[config.mk]
export PLATFORM = sky130hd
export DESIGN_NAME = io_store_port
export DESIGN_NICKNAME = d
export VERILOG_FILES = /design/src/rtl/io_store_port.sv
export SDC_FILE = /design/constraint.sdc
export NUM_CORES = 1
export LEC_CHECK = 0
export ABC_AREA = 1
export CAP_MARGIN = 20
export CELL_PAD_IN_SITES_DETAIL_PLACEMENT = 0
export CELL_PAD_IN_SITES_GLOBAL_PLACEMENT = 1
export CORE_UTILIZATION = 41
export DETAILED_ROUTE_END_ITERATION = 6
export GPL_TIMING_DRIVEN = 0
export PLACE_DENSITY = 0.74
export SLEW_MARGIN = 15
export SYNTH_ARGS = -nofsm -noshare
export SYNTH_HDL_FRONTEND = slang
export SYNTH_SLANG_ARGS = --single-unit
[constraint.sdc]
create_clock -name CLK -period 1.4 [get_ports CLK]
set_input_delay 0.14 -clock CLK [delete_from_list [all_inputs] [get_ports CLK]]
set_output_delay 0.14 -clock CLK [all_outputs]
set_load 0.005 [all_outputs]
[src/rtl/io_store_port.sv]
// Memory-mapped output port: captures CPU stores that hit the I/O window into a
// small FIFO and drains them to an external sink over valid/ready.
module io_store_port #(
  parameter logic [15:0] IO_BASE = 16'hFF00,
  parameter logic [15:0] IO_MASK = 16'hFF00,
  parameter int          DEPTH   = 8,
  parameter int          CW      = 4
) (
  input  logic          CLK,
  input  logic          reset,
  input  logic          MemWrite,
  input  logic [15:0]   ADDR,
  input  logic [15:0]   wdata,
  output logic [15:0]   out_data,
  output logic          out_valid,
  input  logic          out_ready,
  output logic [CW-1:0] count,
  output logic          full,
  output logic          ovf,
  output logic [7:0]    drop_cnt,
  input  logic          clr_ovf
);

  localparam int AW = $clog2(DEPTH);

  logic          rst_sync_q;
  logic [15:0]   mem_q [DEPTH];
  logic [AW-1:0] wr_ptr_q, wr_ptr_d;
  logic [AW-1:0] rd_ptr_q, rd_ptr_d;
  logic [CW-1:0] count_q, count_d;
  logic          full_q, full_d;
  logic          ovf_q, ovf_d;
  logic [7:0]    drop_q, drop_d;
  logic [15:0]   last_q, last_d;
  logic          hit, push, pop, drop;

  // Assertion is immediate; release reaches the datapath one edge later.
  always_ff @(posedge CLK or negedge reset) begin
    if (!reset) rst_sync_q <= 1'b0;
    else        rst_sync_q <= 1'b1;
  end

  assign hit  = MemWrite && ((ADDR & IO_MASK) == (IO_BASE & IO_MASK));
  assign pop  = out_valid && out_ready;
  assign push = hit && (!full_q || pop);
  assign drop = hit && full_q && !pop;

  always_comb begin
    wr_ptr_d = wr_ptr_q;
    rd_ptr_d = rd_ptr_q;
    count_d  = count_q;
    last_d   = last_q;
    ovf_d    = ovf_q;
    drop_d   = drop_q;
    if (push) wr_ptr_d = wr_ptr_q + AW'(1);
    if (pop) begin
      rd_ptr_d = rd_ptr_q + AW'(1);
      last_d   = mem_q[rd_ptr_q];
    end
    if (push && !pop)      count_d = count_q + CW'(1);
    else if (pop && !push) count_d = count_q - CW'(1);
    full_d = (count_d == CW'(DEPTH));
    // A drop coinciding with a clear leaves exactly one recorded drop.
    if (clr_ovf) begin
      ovf_d  = drop;
      drop_d = drop ? 8'd1 : 8'd0;
    end else if (drop) begin
      ovf_d = 1'b1;
      if (drop_q != 8'hFF) drop_d = drop_q + 8'd1;
    end
  end

  always_ff @(posedge CLK or negedge rst_sync_q) begin
    if (!rst_sync_q) begin
      wr_ptr_q <= '0;
      rd_ptr_q <= '0;
      count_q  <= '0;
      full_q   <= 1'b0;
      ovf_q    <= 1'b0;
      drop_q   <= 8'd0;
      last_q   <= 16'd0;
    end else begin
      wr_ptr_q <= wr_ptr_d;
      rd_ptr_q <= rd_ptr_d;
      count_q  <= count_d;
      full_q   <= full_d;
      ovf_q    <= ovf_d;
      drop_q   <= drop_d;
      last_q   <= last_d;
    end
  end

  always_ff @(posedge CLK) begin
    if (push) mem_q[wr_ptr_q] <= wdata;
  end

  assign out_valid = (count_q != '0);
  assign out_data  = out_valid ? mem_q[rd_ptr_q] : last_q;
  assign count     = count_q;
  assign full      = full_q;
  assign ovf       = ovf_q;
  assign drop_cnt  = drop_q;

endmodule

==> key figures <==
STA
  • F_max: between 0.4 and 0.5 GHz
  • Skew final: around 0.011 ns
  • Final Worst Setup Slack: -0.817 ns
  • Endpoints failing setup: approximately 180
  • Final Cycle Share: 158%
  • Final Hold Vio Count: 0
  • Unrepaired setup endpoints after global routing: true
  • Max-slew violations: 0
  • Final critical-path required period: approximately 2.2 ns

Finish
  • Post-Layout Inst Area: 10200 sq um
  • Seq. cell area: about 4800 sq um
  • Layout overhead on the synthesized area: 46.5%
  • Layout Nets: 812
  • Layout cell share with drive strength beyond 1: a little over a third
  • Multi-input gate area: approximately 2500 sq um
  • Antenna Cells: 0
  • Filler Cells Inserted: around 1200

Synthesis
  • Post-synthesis mux area share: 0%
  • Synth Flop Type: edfxtp_1
  • Mapped Nets: between 600 and 700
  • Cells after synthesis: between 600 and 700
  • Top post-synthesis cells by count: edfxtp_1, o21ai_0, nor2_1
  • Synth Area in Compound Gates: 12.2%
  • Yosys top cell by area: edfxtp_1
  • Post-Synth XOR/XNOR Area: 0.757%
  • Simple logic cell fraction of the synthesized area: between 10 and 15%
  • Ranking of synthesized cells by area: edfxtp_1, dfrtp_1, o21ai_0
  • EDFF count, synth: 128
  • Yosys reg bits: 165
  • Synth warnings: 0
  • Register area share after synthesis: 68.7%
  • Most frequent cell after synthesis: edfxtp_1
  • Combinational family with the most area after synthesis: simple AND/OR/NAND/NOR gates
  • Adder-cell area share of the yosys netlist: less than 1%
  • Netlist cell types: 32
  • Mean Syn Cell Area: between 10 and 15 sq um
  • Yosys top cell area share: 55.4%
  • Mapped Area: between 6000 and 7000 sq um
  • Synth async-reset ratio: between 20% and 30%

Power and ir drop
  • Total power: about 19 mW
  • Power density cells: between 1500 and 2000 nW/um^2
  • VDD IR-drop max: around 0.0010 V
  • Total leakage power: ~4 nW

GRT
  • Global-route wire length before repair: ~28 mm
  • Total gr overflow: 0
  • Initial antenna violation count: 0
  • GRT Util Overall: between 20 and 25%
  • Largest net degree at the start of global routing: 26
  • Vias in the first global route: roughly 5000

Clock tree
  • Root Driver: clkbuf_16
  • Clk_lat worst skew: roughly 0.44 ns
  • Htree depth: 4
  • Clock transition at the registers of the reported paths: around 0.060 ns
  • TritonCTS clock tree: built
  • CTS Buf Count: 17
  • Clock tree buffer depth: 2
  • Clock sink count: between 150 and 200

Floorplan
  • Vert. Die Dim: roughly 130 um
  • Die Width: between 100 and 150 um
  • Initial core utilization: 42.0%
  • CORE AREA: approximately 17000 sq um
  • Rows: between 40 and 50
  • Die Area: between 15000 and 20000 sq um
  • Io pins: 68

Status
  • Status: complete, but fails checks
  • Failing checks: negative setup slack

Placed design
  • Port Buffer Count: between 50 and 60
  • Hpwl dp: 10.8 mm
  • Area of placed instances: about 8000 sq um
  • Routability cong.: 0.783

Setup path
  • CP max-delay cell: dfrtp_2
  • FF-to-FF Start: count[0]$_DFF_PN0_
  • Data required, critical path: approximately 1.3 ns
  • Cell mode on critical path: buf_6
  • Family with the most delay on the worst path: buffers and inverters
  • CP Launch Type: flip-flop
  • Reg2Reg Setup Slack: -0.65 ns
  • Crit path DAT: between 2 and 2.5 ns
  • CP startpoint: rd_ptr_q[0]$_DFFE_PN0P_
  • Crit path cell chain: buf_6 -> buf_6 -> buf_8 -> buf_6 -> nor2_1 -> nor2_1 -> o21ai_1 -> o211ai_1 -> o21ai_2 -> o21ai_1 -> buf_2
  • Crit. End Element: primary output
  • Reg2Reg Capture Point: mem_q[3][12]$_DFFE_PP_
  • Critical path's largest stage delay: ~0.44 ns
  • Worst Path Max Fanout: 7
  • Reg2reg path depth: 13
  • CP Class: flip-flop to primary output
  • Worst path bufs/invs: 5

Flow run
  • Max cap viols: 0

Route
  • Residual DRC count: 0
  • Vias/cell: approximately 5.3
  • First drt pass iteration count: 7
  • Number of DRC markers in iteration 0: approximately 470
  • WL/cell: around 19 um
  • Via Count: ~5300
  • Final ANT Viol Nets: 0
  • Routed WL: 19.4 mm

Worst hold path
  • Hold Path Class: flip-flop to asynchronous set/reset pin
[worst max path at each step]
stage                       endpoint  cells after the start  slack, ns
5_1_grt                  out_data[6]                     11      -0.92
4_1_cts                  out_data[6]                     11      -0.82
2_1_floorplan  mem_q[0][0]$_DFFE_PP_                     10      -0.74
3_3_place_gp   mem_q[0][7]$_DFFE_PP_                      9      -1.29
6_report                 out_data[6]                     11      -0.82
3_5_place_dp   mem_q[1][7]$_DFFE_PP_                      9      -1.34
[layout by cell type, fill, tap and decap left out, types with 18 or more instances in the layout]
cell / n
nand2_1: 41
o21ai_0: 37
inv_1: 18
buf_6: 32
nor2_1: 94
o21ai_2: 30
buf_4: 29
dfrtp_1: 30
clkbuf_16: 28
clkdlybuf4s50_1: 28
o21ai_1: 68
nand2_2: 21
edfxtp_1: 128
[sequential cells by signal (all words and copies together), names as in the netlist]
register	count
count	4
drop_cnt	8
full	1
last_q	16
mem_q	128
ovf	1
rd_ptr_q	3
rst_sync_q	1
wr_ptr_q	3
[cell families after synthesis]
group	after synthesis
compound gates	159
xor+xnor	6
fa+ha+maj	5
buf+inv	59
other cells	1
simple gates	220
flops	165
[final cells by class]
type	count	area share, %
plain buffers	30	3.99
clock buffers	19	4.26
clock inverters	13	1.44
inverters	28	1.26
multi-input cells	391	24.1
flip-flops and latches	165	47.0
well taps	220	2.71
repair buffers	137	15.2
[metal layers]
layer	global-route usage (%)	up-vias	wire (um)
met2	37.4	198	10100
met3	4.69	34	1320
li1	-	2480	-
met5	0	-	0
met1	26.3	2554	7600
met4	8.14	0	396
[where the power goes]
part | total [mW] | internal (mW) | switching [mW]
clock network | 4.62 | 2.65 | 1.97
logic | 8.28 | 3.76 | 4.53
registers | 6.02 | 5.66 | 0.365
[repair_timing]
action                                 CTS  global route
setup buffers                           34            35
pin swaps                               43            35
gates cloned                             5             6
setup endpoints to repair              194           194
resized for setup                      251           134
endpoints found under the hold margin    1             0
hold buffers                             1             0
[stage by stage]
step / TNS [ns] / setup WS, ns / cells / hold WS (ns) / utilization (%)
finish: -97.66 / -0.817 / 1003 / 0.170 / 61.5
global placement: -192.69 / -1.29 / 894 / 0.291 / 48.3
floorplan: -89.87 / -0.739 / 615 / -0.156 / -
global route: -111.62 / -0.923 / 1003 / 0.190 / 61.5
detailed placement: -192.61 / -1.34 / 895 / 0.178 / 48.5
CTS: -89.79 / -0.817 / 967 / 0.178 / 57.1
No activity file was read; power rests on OpenSTA's default activity.
